--- src/rtl/nn_act_pkg.sv ---
// Shared types and sizes for the activation-function LUT path.
// The checksum feature is enabled by defining ACT_LUT_CHECKSUM_EN.
package nn_act_pkg;

    localparam int ACT_DATA_W  = 8;
    localparam int ACT_ADDR_W  = 4;
    localparam int ACT_ENTRIES = 16;

    typedef logic signed [ACT_DATA_W-1:0] act_sample_t;

    typedef enum logic [1:0] {
        ST_IDLE,
        ST_LOAD,
        ST_CHECK,
        ST_DONE
    } act_load_state_t;

endpackage

--- src/rtl/act_lut_loader_if.sv ---
// Load handshake and lookup bus between the config loader,
// the LUT writer and the interpolator.
interface act_lut_loader_if
    import nn_act_pkg::*;
#(
    parameter int DATA_W = ACT_DATA_W,
    parameter int ADDR_W = ACT_ADDR_W
);

    logic                     load_start;
    logic                     load_valid;
    logic signed [DATA_W-1:0] load_data;
    logic                     load_ready;
    logic                     load_done;
    logic                     load_error;
    logic                     busy;
    logic                     table_valid;
    logic        [ADDR_W-1:0] address;
    logic signed [DATA_W-1:0] base;
    logic signed [DATA_W-1:0] next_data;

    modport master (
        output load_start, load_valid, load_data, address,
        input  load_ready, load_done, load_error, busy,
        input  table_valid, base, next_data
    );

    modport slave (
        input  load_start, load_valid, load_data, address,
        output load_ready, load_done, load_error, busy,
        output table_valid, base, next_data
    );

endinterface

--- src/rtl/act_lut_regfile.sv ---
// ENTRIES+1 sample register file: one write port and a combinational
// read pair at (addr, addr+1) for segment interpolation.
module act_lut_regfile
    import nn_act_pkg::*;
#(
    parameter int ENTRIES = ACT_ENTRIES,
    parameter int DATA_W  = ACT_DATA_W,
    parameter int ADDR_W  = $clog2(ENTRIES)
) (
    input  logic                     clk,
    input  logic                     rst,
    input  logic                     i_we,
    input  logic        [ADDR_W:0]   i_waddr,
    input  logic signed [DATA_W-1:0] i_wdata,
    input  logic        [ADDR_W-1:0] i_raddr,
    output logic signed [DATA_W-1:0] o_rdata0,
    output logic signed [DATA_W-1:0] o_rdata1
);

    logic signed [DATA_W-1:0] r_mem [0:ENTRIES];
    logic        [ADDR_W:0]   w_ra0;
    logic        [ADDR_W:0]   w_ra1;

    // Extra top entry keeps addr+1 in range, so no wrap is needed.
    assign w_ra0 = {1'b0, i_raddr};
    assign w_ra1 = w_ra0 + (ADDR_W+1)'(1);

    always_ff @(posedge clk or posedge rst) begin
        if (rst) begin
            for (int i = 0; i <= ENTRIES; i++) begin
                r_mem[i] <= '0;
            end
        end else if (i_we) begin
            r_mem[i_waddr] <= i_wdata;
        end
    end

    assign o_rdata0 = r_mem[w_ra0];
    assign o_rdata1 = r_mem[w_ra1];

endmodule

--- src/rtl/act_lut_loader.sv ---
// Runtime loader for the activation LUT; define ACT_LUT_CHECKSUM_EN
// to require a trailing checksum beat that must bring the sum to zero.
module act_lut_loader
    import nn_act_pkg::*;
#(
    parameter int ENTRIES = ACT_ENTRIES,
    parameter int DATA_W  = ACT_DATA_W
) (
    input logic              clk,
    input logic              rst,
    act_lut_loader_if.slave  bus
);

    localparam int AW = $clog2(ENTRIES);
    localparam int PW = AW + 1;
    localparam logic [PW-1:0] LAST = PW'(ENTRIES);

    act_load_state_t r_state;
    act_load_state_t w_next;
    logic [PW-1:0]   r_wptr;
    logic            r_table_valid;
    logic            w_ready;
    logic            w_beat;
    logic            w_start;
    logic            w_last;
    logic            w_set_valid;
    logic            w_we;

    assign w_ready = (r_state == ST_LOAD) || (r_state == ST_CHECK);
    assign w_beat  = bus.load_valid & w_ready;
    assign w_start = (r_state == ST_IDLE) & bus.load_start;
    assign w_we    = w_beat & (r_state == ST_LOAD);
    assign w_last  = w_we & (r_wptr == LAST);

`ifdef ACT_LUT_CHECKSUM_EN
    logic [DATA_W-1:0] r_sum;
    logic [DATA_W-1:0] w_sum;
    logic              r_error;

    assign w_sum = r_sum + bus.load_data;

    always_ff @(posedge clk or posedge rst) begin
        if (rst) begin
            r_sum   <= '0;
            r_error <= 1'b0;
        end else if (w_start) begin
            r_sum   <= '0;
            r_error <= 1'b0;
        end else if (w_beat) begin
            r_sum <= w_sum;
            if (r_state == ST_CHECK) begin
                r_error <= (w_sum != '0);
            end
        end
    end

    assign bus.load_error = (r_state == ST_DONE) & r_error;
    assign w_set_valid = w_beat & (r_state == ST_CHECK) & (w_sum == '0);
`else
    assign bus.load_error = 1'b0;
    assign w_set_valid = w_last;
`endif

    always_comb begin
        w_next        = r_state;
        bus.load_done = 1'b0;
        unique case (r_state)
            ST_IDLE: begin
                if (bus.load_start) w_next = ST_LOAD;
            end
            ST_LOAD: begin
`ifdef ACT_LUT_CHECKSUM_EN
                if (w_last) w_next = ST_CHECK;
`else
                if (w_last) w_next = ST_DONE;
`endif
            end
            ST_CHECK: begin
                if (w_beat) w_next = ST_DONE;
            end
            ST_DONE: begin
                bus.load_done = 1'b1;
                w_next        = ST_IDLE;
            end
            default: w_next = ST_IDLE;
        endcase
    end

    always_ff @(posedge clk or posedge rst) begin
        if (rst) begin
            r_state       <= ST_IDLE;
            r_wptr        <= '0;
            r_table_valid <= 1'b0;
        end else begin
            r_state <= w_next;
            if (w_start) begin
                r_wptr        <= '0;
                r_table_valid <= 1'b0;
            end else begin
                if (w_we) r_wptr <= r_wptr + PW'(1);
                if (w_set_valid) r_table_valid <= 1'b1;
            end
        end
    end

    assign bus.load_ready  = w_ready;
    assign bus.busy        = w_ready;
    assign bus.table_valid = r_table_valid;

    act_lut_regfile #(
        .ENTRIES (ENTRIES),
        .DATA_W  (DATA_W),
        .ADDR_W  (AW)
    ) u_regfile (
        .clk      (clk),
        .rst      (rst),
        .i_we     (w_we),
        .i_waddr  (r_wptr),
        .i_wdata  (bus.load_data),
        .i_raddr  (bus.address),
        .o_rdata0 (bus.base),
        .o_rdata1 (bus.next_data)
    );

endmodule

--- src/flat_wrapper.sv ---
// flat-port wrapper written by rule: the top's interface ports become plain ports
module act_lut_loader_flat import nn_act_pkg::*;
#(
    parameter int ENTRIES = ACT_ENTRIES,
    parameter int DATA_W  = ACT_DATA_W
)
  (clk, rst, bus_load_start, bus_load_valid, bus_load_data, bus_address, bus_load_ready, bus_load_done, bus_load_error, bus_busy, bus_table_valid, bus_base, bus_next_data);
  act_lut_loader_if #(.DATA_W(DATA_W)) bus_i ();
  input logic clk;
  input logic rst;
  input wire logic [$bits(bus_i.load_start)-1:0] bus_load_start;
  input wire logic [$bits(bus_i.load_valid)-1:0] bus_load_valid;
  input wire logic [$bits(bus_i.load_data)-1:0] bus_load_data;
  input wire logic [$bits(bus_i.address)-1:0] bus_address;
  output wire logic [$bits(bus_i.load_ready)-1:0] bus_load_ready;
  output wire logic [$bits(bus_i.load_done)-1:0] bus_load_done;
  output wire logic [$bits(bus_i.load_error)-1:0] bus_load_error;
  output wire logic [$bits(bus_i.busy)-1:0] bus_busy;
  output wire logic [$bits(bus_i.table_valid)-1:0] bus_table_valid;
  output wire logic [$bits(bus_i.base)-1:0] bus_base;
  output wire logic [$bits(bus_i.next_data)-1:0] bus_next_data;
  assign bus_i.load_start = bus_load_start;
  assign bus_i.load_valid = bus_load_valid;
  assign bus_i.load_data = bus_load_data;
  assign bus_i.address = bus_address;
  assign bus_load_ready = bus_i.load_ready;
  assign bus_load_done = bus_i.load_done;
  assign bus_load_error = bus_i.load_error;
  assign bus_busy = bus_i.busy;
  assign bus_table_valid = bus_i.table_valid;
  assign bus_base = bus_i.base;
  assign bus_next_data = bus_i.next_data;
  act_lut_loader #(.ENTRIES(ENTRIES), .DATA_W(DATA_W)) u_core (.clk(clk), .rst(rst), .bus(bus_i));
endmodule
--- config.mk ---
export PLATFORM = sky130hd
export DESIGN_NAME = act_lut_loader_flat
export DESIGN_NICKNAME = d
export VERILOG_FILES = /design/src/rtl/nn_act_pkg.sv /design/src/rtl/act_lut_loader_if.sv /design/src/rtl/act_lut_regfile.sv /design/src/rtl/act_lut_loader.sv /design/src/flat_wrapper.sv
export SDC_FILE = /design/constraint.sdc
export NUM_CORES = 1
export LEC_CHECK = 0
export CORE_MARGIN = 5
export CORE_UTILIZATION = 55
export CTS_CLUSTER_DIAMETER = 120
export DETAILED_ROUTE_END_ITERATION = 7
export PLACE_DENSITY = 0.74
export SYNTH_ARGS = -nofsm -noshare
export SYNTH_HDL_FRONTEND = slang
export SYNTH_SLANG_ARGS = --single-unit
--- constraint.sdc ---
create_clock -name clk -period 5.02 [get_ports clk]
set_input_delay 0.502 -clock clk [delete_from_list [all_inputs] [get_ports clk]]
set_output_delay 0.502 -clock clk [all_outputs]
set_load 0.05 [all_outputs]
==> results of run 1 <==
placed cells by master, fill, tap and decap left out, drive strengths merged, types with 17 or more instances in the layout:
| cell type | netlist | layout |
|---|---|---|
| clkbuf | 16 | 23 |
| mux4 | 32 | 32 |
| nor2 | 18 | 18 |
| mux2i | 35 | 35 |
| buf | 27 | 25 |
| clkdlybuf4s50 | 0 | 26 |
| o22ai | 17 | 17 |
| dfrtp | 144 | 144 |
| mux2 | 177 | 177 |
metrics by stage:
stage | setup WS, ns | util [%] | cells | hold slack [ns] | total power, mW
3_5_place_dp | 1.35 | 58.6 | 771 | 0.494 | 3.98
2_1_floorplan | 0.652 | - | 579 | 0.476 | 3.48
5_1_grt | 1.14 | 62.7 | 803 | 0.522 | 5.50
6_report | 1.26 | 62.7 | 803 | 0.511 | 5.23
4_1_cts | 1.34 | 62.7 | 803 | 0.507 | 5.23
3_3_place_gp | 1.37 | 58.6 | 771 | 0.488 | 3.88
area by class of cell:
cell class	instances	area (sq um)
tap	184	230
inverter	7	31.3
clock buffer	23	468
sequential	144	3600
timing repair buffer	51	448
clock inverter	9	109
fill	1054	5370
multi-input combinational	385	4110
sequential cells by signal, summed over array words and instances, names as in the netlist:
name	cells
u_core.bus.table_valid	1
u_core.u_regfile.r_mem	136
u_core.r_state	2
u_core.r_wptr	5
power groups by stage:
stage | Sequential, mW | Combinational [mW] | Clock [mW]
after global placement | 2.02 | 1.86 | 0
after CTS | 2.05 | 1.92 | 1.26
after global routing | 2.12 | 2.07 | 1.31
after detailed placement | 2.07 | 1.91 | 0
final | 2.07 | 1.92 | 1.25
after floorplan | 1.93 | 1.55 | 0
worst paths after layout:
path | start | end | slack [ns]
hold / removal | u_core.u_regfile.r_mem[6] | u_core.u_regfile.r_mem[6] | 0.51
max in group asynchronous | rst | u_core.u_regfile.r_mem[89] | 3.24
setup / recovery | bus_address[2] | bus_base[0] | 1.26
setup reg to reg | u_core.r_state[1] | u_core.u_regfile.r_mem[43] | 2.53
hold reg to reg | u_core.u_regfile.r_mem[6] | u_core.u_regfile.r_mem[6] | 0.51
min in group asynchronous | rst | u_core.r_wptr[0] | 0.68
logic make-up after synthesis:
kind of cell | after synthesis
multiplexers | 244
flip-flops | 144
AO/OA/AOI/OAI | 70
AND/OR/NAND/NOR | 56
buffers and inverters | 50
adder cells (fa/ha/maj) | 10
XOR/XNOR | 4
other | 1
per-layer routing:
| metal | track usage (%) | part of all wire, % | up-vias |
|---|---|---|---|
| li1 | - | - | 2267 |
| met1 | 36.9 | 43 | 2736 |
| met2 | 40.7 | 47 | 207 |
| met3 | 7.08 | 7.7 | 31 |
| met4 | 8.56 | 2.2 | 0 |
| met5 | 0 | 0 | - |
==> reports/metrics.csv, run 1 <==
stage;metric;value;unit
outcome;outcome;finished, final reports clean;
sta;maxSlewViolCount;0;
flow_run;maxCapViolCount;0;
global_route;grt_max_degree;112;
power_and_ir_drop;p_seq_share;39.5;%
setup_path;crit_buf_inv;2;
cts;tritoncts;built;
global_route;antenna_found_initial;0;
synth;syn-num-nets;605;
floorplan;pin_count;37;
detailed_routing;vias;5241;
detailed_routing;drc_errors;0;
cts;clock_sinks;144;
floorplan;fp.dieW;130;um
cells_and_area;diodes;0;
synth;yosys_warnings;0;
detailed_routing;drt-total-wl;21100;um
synth;synth_top_family_by_area;multiplexers;
cts;clk_pin_slew_worst_paths;0.06;ns
floorplan;dieArea;0.0170;sq mm
cells_and_area;fin_area;0.00900;sq mm
setup_path;setup.worst_path.start_class;input port;
global_route;grt.total_usage;26.5;%
setup_path;cp_slowest_cell;clkdlybuf4s50_1;
synth;postSynthCellCount;579;
cts;clockBufferDepth;2;
place;place_hpwl;13500;um
power_and_ir_drop;total_switching_power;1.81;mW
synth;synthesis.area;0.00796;sq mm
floorplan;start_util;55.4;%
setup_path;cpPeakStageDelay;0.81;ns
power_and_ir_drop;pwr-share-clk;23.9;%
power_and_ir_drop;combPwrFrac;36.7;%
power_and_ir_drop;p_sw_share;34.5;%
setup_path;path_common_cell;clkdlybuf4s50_1;
sta;final-setup-viol-count;0;
synth;synthAdderAreaFrac;1.57;%
synth;synth.largest_area_cell;dfrtp_1;
cts;postCtsSetupRepairBufs;0;
sta;min_period;3.76;ns
cts;ctsHoldBuffers;0;
detailed_routing;dr.pass1.iters;5;
synth;synth.most_common_cell;mux2_2;
min_path;whs_path_depth;1;
sta;finClkSkew;0.0104;ns
power_and_ir_drop;cellLeakagePower;4.06;nW
sta;worst_pin_slew;1.02;ns
synth;synth_mux_area_share;38.9;%
floorplan;die-height;130;um
setup_path;crit_arrival;3.26;ns
cells_and_area;syn_to_final_growth;13.1;%
setup_path;cp_top_family;buffers and inverters;
synth;synthTopCellsByArea;dfrtp_1 45%, mux2_2 24%, mux4_2 9.1%;
synth;synth_xor_area_share;0.440;%
floorplan;num_rows;44;
synth;synth-simple-area-share;4.40;%
detailed_routing;detail-route-antenna-nets;0;
synth;synth_ff_type;dfrtp_1;
cts;post_cts_resized;0;
setup_path;cp_data_required_time;4.52;ns
sta;fmax;266;MHz
global_route;overflow;0;
synth;synth-edff-count;0;
setup_path;reg2reg_depth;6;
sta;slew-limit-headroom;32.1;%
detailed_routing;via_per_inst;6.53;
synth;ys_seq_elements;144;
synth;postSynth.asyncResetShare;100;%
cts;cts_max_level;4;
cts;cts_made_buffers;17;
power_and_ir_drop;p_per_area;581;mW/mm^2
synth;yosysUniqueCellTypes;41;
synth;seq_area_frac_synth;45.3;%
place;gp_congestion;0.853;
sta;rsz0062_at_grt;false;
place;port_buffers;35;
sta;fin_crit_sh;75.0;%
setup_path;crit_type;in2out;
cells_and_area;num-nets-final;632;
global_route;grt_pass1_wl;32900;um
cts;clk_latency;0.43;ns
setup_path;cp.depth;6;
sta;finalHoldViolCount;0;
synth;avgSynthCellArea;13.7;sq um
sta;tns;0;ns
floorplan;core;0.0144;sq mm
cts;root_buffer;clkbuf_16;
detailed_routing;wire_per_inst;26.3;um
setup_path;path_max_fanout;16;
setup_path;end_kind;output pin;
setup_path;crit_path_cell_trace;clkdlybuf4s50_1, and2_1, a221oi_1, o21ai_0, nand2_1, clkdlybuf4s50_1;
power_and_ir_drop;intPower;3.43;mW
synth;synth.top_cells.by_count;167 x mux2_2, 144 x dfrtp_1, 35 x mux2i_1;
synth;synth_top_area_share;45.3;%
min_path;hold_class;reg2reg;
power_and_ir_drop;ir_drop;0.447;mV
detailed_routing;drt_iter0_markers;504;
synth;synth_compound_area_share;6.24;%
place;placed_area;0.00843;sq mm
cells_and_area;drive_gt1_share;44.9;%
global_route;grt_pass1_vias;5498;
(Power assumes the default switching activity.)
==> run 2: changes to the inputs <==
Clock period 5.02 ns to 3.6 ns, I/O delays scaled along.
==> run 2 against run 1 <==
  * Wire length decreased by 0.20%
  * Clock power up 46%
  * Sequential share of layout area decreased by 0.19 points
  * Utilization rose by 0.30 points
  * Die area is the same
  * Sequential cell count is the same
  * First-iteration DRC count grew 2.4%
  * Largest power group unchanged
==> reports/metrics.csv, run 2 (synthesis results as in run 1) <==
stage;metric;value;unit;change
setup_path;end_kind;output pin;;unchanged
cells_and_area;top_regs;u_core.u_regfile.r_mem (136), u_core.r_wptr (5), u_core.r_state (2);;unchanged
power_and_ir_drop;ir_drop;0.617;mV;was 0.447 mV
cts;cts_made_buffers;17;;unchanged
detailed_routing;drc_errors;0;;unchanged
floorplan;num_rows;44;;unchanged
cts;clock_sinks;144;;unchanged
setup_path;rr_endpoint;u_core.u_regfile.r_mem[53];;was u_core.u_regfile.r_mem[43]
floorplan;pin_count;37;;unchanged
sta;setup_ws;0.271;ns;was 1.26 ns
sta;rsz0062_at_grt;false;;unchanged
place;gp_congestion;0.860;;was 0.853
cts;clk_pin_slew_worst_paths;0.06;ns;about the same
sta;maxSlewViolCount;0;;unchanged
global_route;grt_pass1_vias;5563;;was 5498
cts;tritoncts;built;;unchanged
place;place_hpwl;13800;um;was 13500 um
global_route;grt_max_degree;77;;was 112
setup_path;crit_type;in2out;;unchanged
cts;post_cts_resized;0;;unchanged
cells_and_area;drive_gt1_share;46.6;%;was 44.9%
sta;finalHoldViolCount;0;;unchanged
detailed_routing;via_per_inst;6.61;;was 6.53
place;placed_cells;770;;was 771
sta;worst_pin_slew;1.20;ns;was 1.02 ns
sta;fin_crit_sh;92.5;%;
power_and_ir_drop;p_per_area;816;mW/mm^2;was 581 mW/mm^2
sta;finClkSkew;0.00672;ns;was 0.0104 ns
setup_path;reg2reg_depth;6;;unchanged
cells_and_area;fin_cells;802;;was 803
power_and_ir_drop;cellLeakagePower;4.10;nW;was 4.06 nW
setup_path;path_max_fanout;14;;was 16
setup_path;r2r_setup_slack;1.13;ns;was 2.53 ns
cells_and_area;regMostFlops;u_core.u_regfile.r_mem;;unchanged
cells_and_area;largest_register_ffs;136;;unchanged
global_route;grt_pass1_wl;32700;um;was 32900 um
cells_and_area;num-nets-final;631;;was 632
cts;postCtsSetupRepairBufs;0;;unchanged
detailed_routing;drt_iter0_markers;516;;was 504
cts;clk_latency;0.42;ns;was 0.43 ns
detailed_routing;vias;5299;;was 5241
sta;min_period;3.33;ns;
floorplan;start_util;55.4;%;unchanged
cells_and_area;syn_to_final_growth;13.6;%;was 13.1%
cts;ctsHoldBuffers;0;;unchanged
global_route;grt.total_usage;26.3;%;was 26.5%
detailed_routing;dr.pass1.iters;4;;was 5
cts;root_buffer;clkbuf_16;;unchanged
cts;cts_max_level;4;;unchanged
floorplan;core;0.0144;sq mm;unchanged
cells_and_area;fillers;1049;;was 1054
cells_and_area;final_common_cell;mux2_2;;unchanged
floorplan;fp.dieW;130;um;unchanged
cells_and_area;layout_common_cells;167 x mux2_2, 144 x dfrtp_1, 35 x mux2i_1, 32 x mux4_2, 29 x buf_4;;was 167 x mux2_2, 144 x dfrtp_1, 35 x mux2i_1, 32 x mux4_2, 26 x clkdlybuf4s50_1
setup_path;r2r_start;u_core.r_state[1];;unchanged
power_and_ir_drop;p_total;7.38;mW;was 5.23 mW
floorplan;die-height;130;um;unchanged
cells_and_area;utilization;62.9;%;was 62.7%
place;pre_cts_ws;0.419;ns;was 1.35 ns
detailed_routing;detail-route-antenna-nets;0;;unchanged
detailed_routing;wire_per_inst;26.3;um;about the same
cells_and_area;diodes;0;;unchanged
min_path;hold_class;in2async;;was reg2reg
sta;fmax;300;MHz;
global_route;overflow;0;;unchanged
setup_path;cp_data_required_time;3.24;ns;was 4.52 ns
flow_run;maxCapViolCount;0;;unchanged
floorplan;dieArea;0.0170;sq mm;unchanged
place;port_buffers;35;;unchanged
detailed_routing;drt-total-wl;21100;um;about the same
cts;clockBufferDepth;2;;unchanged
sta;final-setup-viol-count;0;;unchanged
setup_path;crit_arrival;2.97;ns;was 3.26 ns
setup_path;setup.worst_path.start_class;input port;;unchanged
global_route;antenna_found_initial;0;;unchanged
sta;tns;0;ns;unchanged
sta;slew-limit-headroom;20.2;%;was 32.1%
outcome;outcome;finished, final reports clean;;unchanged
## run 2: cell types whose count changed in the layout (fill, tap and decap cells not counted), sizes merged
cell	change
buf	+7
clkdlybuf4s50	-8
inv	+2
bufinv	+1
clkbuf	-3
## run 2: final cells by class
cell class / count / area (sq um) / area share, %
multi-input combinational: 385 / 4110 / 45.5
sequential: 144 / 3600 / 39.8
clock inverter: 12 / 154 / 1.70
clock buffer: 20 / 457 / 5.05
inverter: 7 / 30.0 / 0.332
timing repair buffer: 50 / 458 / 5.06
tap: 184 / 230 / 2.55
## run 2: metrics by stage
| step | hold slack, ns | cell area, sq um |
|---|---|---|
| finish | 0.199 | 9040 |
| global route | 0.199 | 9040 |
| CTS | 0.191 | 9040 |
| detailed placement | 0.496 | 8430 |
| global placement | 0.488 | 8430 |
| floorplan | 0.476 | 7960 |
## run 2: worst max-delay path by stage
stage | slack, ns | end | from
2_1_floorplan | 0.66 | bus_next_data[1] | bus_address[0]
3_3_place_gp | 0.45 | bus_next_data[7] | bus_address[1]
3_5_place_dp | 0.42 | bus_next_data[1] | bus_address[1]
4_1_cts | 0.41 | bus_next_data[7] | bus_address[1]
5_1_grt | 0.28 | bus_next_data[2] | bus_address[1]
6_report | 0.27 | bus_next_data[1] | bus_address[1]
## run 2: critical path, cell delays in order
cell and delay, ns:
clkdlybuf4s50_1 0.52, buf_4 0.21, buf_4 0.28, a21oi_1 0.11, o22ai_1 0.94, o31ai_1 0.27, buf_4 0.26
## run 2: layer usage
metal / vias up / wire [um] / GRT usage (%)
li1: 2265 / - / -
met1: 2768 / 9090 / 36.3
met2: 233 / 9720 / 39.5
met3: 33 / 1850 / 9.25
met4: 0 / 397 / 7.95
met5: - / 0 / 0
## run 2: report_power, final
part / switching [mW] / leakage, nW / internal (mW) / total, mW
clock: 0.703 / 0.293 / 1.13 / 1.83
combinational: 1.24 / 1.93 / 1.40 / 2.64
sequential: 0.597 / 1.88 / 2.31 / 2.91
total: 2.54 / 4.10 / 4.85 / 7.38
==> run 3: changes to the inputs <==
Settings changed: CORE_MARGIN 5 to unset.
==> run 3 against run 2 <==
  * Via count rose by 0.26%
  * Critical endpoint is now bus_next_data[4]
  * Critical path type unchanged
  * Non-clock buffer count stayed put
  * Global-route usage up 3.5 points
==> reports/metrics.csv, run 3 (synthesis results as in run 1) <==
stage;metric;value;unit;change
sta;slew-limit-headroom;21.4;%;was 20.2%
cells_and_area;layout_common_cells;167 x mux2_2, 144 x dfrtp_1, 35 x mux2i_1, 32 x mux4_2, 30 x buf_4;;was 167 x mux2_2, 144 x dfrtp_1, 35 x mux2i_1, 32 x mux4_2, 29 x buf_4
setup_path;crit_arrival;2.90;ns;was 2.97 ns
sta;min_period;3.26;ns;was 3.33 ns
floorplan;pin_count;37;;unchanged
cts;cts_max_level;4;;unchanged
cells_and_area;largest_register_ffs;136;;unchanged
power_and_ir_drop;p_per_area;816;mW/mm^2;about the same
detailed_routing;drt_iter0_markers;532;;was 516
detailed_routing;drc_errors;0;;unchanged
floorplan;fp.dieW;122;um;was 130 um
global_route;overflow;0;;unchanged
setup_path;cp_data_required_time;3.24;ns;about the same
cts;post_cts_resized;0;;unchanged
setup_path;end_kind;output pin;;unchanged
sta;fin_crit_sh;90.5;%;was 92.5%
global_route;grt_pass1_wl;31900;um;was 32700 um
detailed_routing;vias;5313;;was 5299
sta;final-setup-viol-count;0;;unchanged
global_route;grt_max_degree;54;;was 77
cts;clk_pin_slew_worst_paths;0.06;ns;about the same
power_and_ir_drop;ir_drop;0.833;mV;was 0.617 mV
setup_path;path_max_fanout;17;;was 14
sta;worst_pin_slew;1.18;ns;was 1.20 ns
cts;root_buffer;clkbuf_16;;unchanged
cts;cts_made_buffers;17;;unchanged
cells_and_area;syn_to_final_growth;13.5;%;was 13.6%
cts;ctsHoldBuffers;0;;unchanged
floorplan;dieArea;0.0150;sq mm;was 0.0170 sq mm
detailed_routing;via_per_inst;6.66;;was 6.61
global_route;grt_pass1_vias;5507;;was 5563
cts;clockBufferDepth;2;;unchanged
cts;clk_latency;0.42;ns;about the same
cells_and_area;num-nets-final;631;;unchanged
sta;rsz0062_at_grt;false;;unchanged
cts;postCtsSetupRepairBufs;0;;unchanged
floorplan;num_rows;43;;was 44
cells_and_area;regMostFlops;u_core.u_regfile.r_mem;;unchanged
detailed_routing;dr.pass1.iters;5;;was 4
global_route;grt.total_usage;29.8;%;was 26.3%
detailed_routing;detail-route-antenna-nets;0;;unchanged
detailed_routing;drt-total-wl;21000;um;was 21100 um
cells_and_area;fillers;1033;;was 1049
detailed_routing;wire_per_inst;26.3;um;about the same
cells_and_area;final_common_cell;mux2_2;;unchanged
setup_path;crit_type;in2out;;unchanged
flow_run;maxCapViolCount;0;;unchanged
place;port_buffers;35;;unchanged
place;gp_congestion;0.856;;was 0.860
min_path;hold_class;in2async;;unchanged
place;pre_cts_ws;0.404;ns;was 0.419 ns
sta;finClkSkew;0.00510;ns;was 0.00672 ns
cts;tritoncts;built;;unchanged
setup_path;setup.worst_path.start_class;input port;;unchanged
cts;clock_sinks;144;;unchanged
sta;finalHoldViolCount;0;;unchanged
cells_and_area;diodes;0;;unchanged
sta;fmax;307;MHz;was 300 MHz
global_route;antenna_found_initial;0;;unchanged
sta;maxSlewViolCount;0;;unchanged
power_and_ir_drop;cellLeakagePower;4.08;nW;was 4.10 nW
floorplan;core;0.0140;sq mm;was 0.0144 sq mm
place;place_hpwl;13500;um;was 13800 um
floorplan;start_util;56.9;%;was 55.4%
cells_and_area;top_regs;u_core.u_regfile.r_mem (136), u_core.r_wptr (5), u_core.r_state (2);;unchanged
sta;tns;0;ns;unchanged
sta;setup_ws;0.343;ns;was 0.271 ns
floorplan;die-height;122;um;was 130 um
outcome;outcome;finished, final reports clean;;unchanged
cells_and_area;drive_gt1_share;46.8;%;was 46.6%
run 3: layer usage:
layer / vias up / share of wire [%] / GRT usage (%)
met5: - / 0 / 0
met4: 0 / 2.4 / 10.1
met3: 45 / 7.4 / 8.64
met2: 259 / 47 / 46.5
met1: 2763 / 43 / 40.0
li1: 2246 / - / -
run 3: report_power, final:
group	internal, mW	total, mW	switching [mW]	leakage, nW
registers	2.31	2.88	0.569	1.88
clock network	1.12	1.82	0.695	0.283
logic	1.40	2.67	1.26	1.92
run 3: area by class of cell:
type	instances	area, sq um	area share [%]
multi-input combinational	385	4110	45.5
sequential	144	3600	39.9
clock buffer	19	453	5.01
timing repair buffer	50	445	4.93
tap	180	225	2.49
clock inverter	13	163	1.80
inverter	7	30.0	0.332
run 3: metrics by stage:
stage / area [sq um] / instances / util (%) / hold slack (ns) / power [mW]
CTS: 9030 / 798 / 64.6 / 0.514 / 7.37
finish: 9030 / 798 / 64.6 / 0.491 / 7.37
floorplan: 7960 / 579 / - / 0.476 / 4.85
global placement: 8420 / 766 / 60.2 / 0.488 / 5.39
detailed placement: 8420 / 766 / 60.2 / 0.500 / 5.52
global route: 9030 / 798 / 64.6 / 0.532 / 7.70
run 3: worst max-delay path, cell delays in order:
cell             delay [ns]
clkdlybuf4s50_1        0.46
ha_1                   0.47
buf_12                 0.22
mux4_2                 0.52
mux2_2                 0.29
a22oi_1                0.19
o31ai_1                0.12
buf_4                  0.25
run 3: final timing paths:
path                                           start                          to  slack [ns]  cells past startpoint
setup / recovery                      bus_address[1]            bus_next_data[4]        0.34                      8
hold / removal                                   rst  u_core.u_regfile.r_mem[64]        0.49                      2
setup reg to reg                   u_core.r_state[1]  u_core.u_regfile.r_mem[38]        1.09                      6
hold reg to reg            u_core.u_regfile.r_mem[7]   u_core.u_regfile.r_mem[7]        0.51                      1
max in group asynchronous                        rst  u_core.u_regfile.r_mem[41]        2.26                      3
min in group clk           u_core.u_regfile.r_mem[7]   u_core.u_regfile.r_mem[7]        0.51                      1
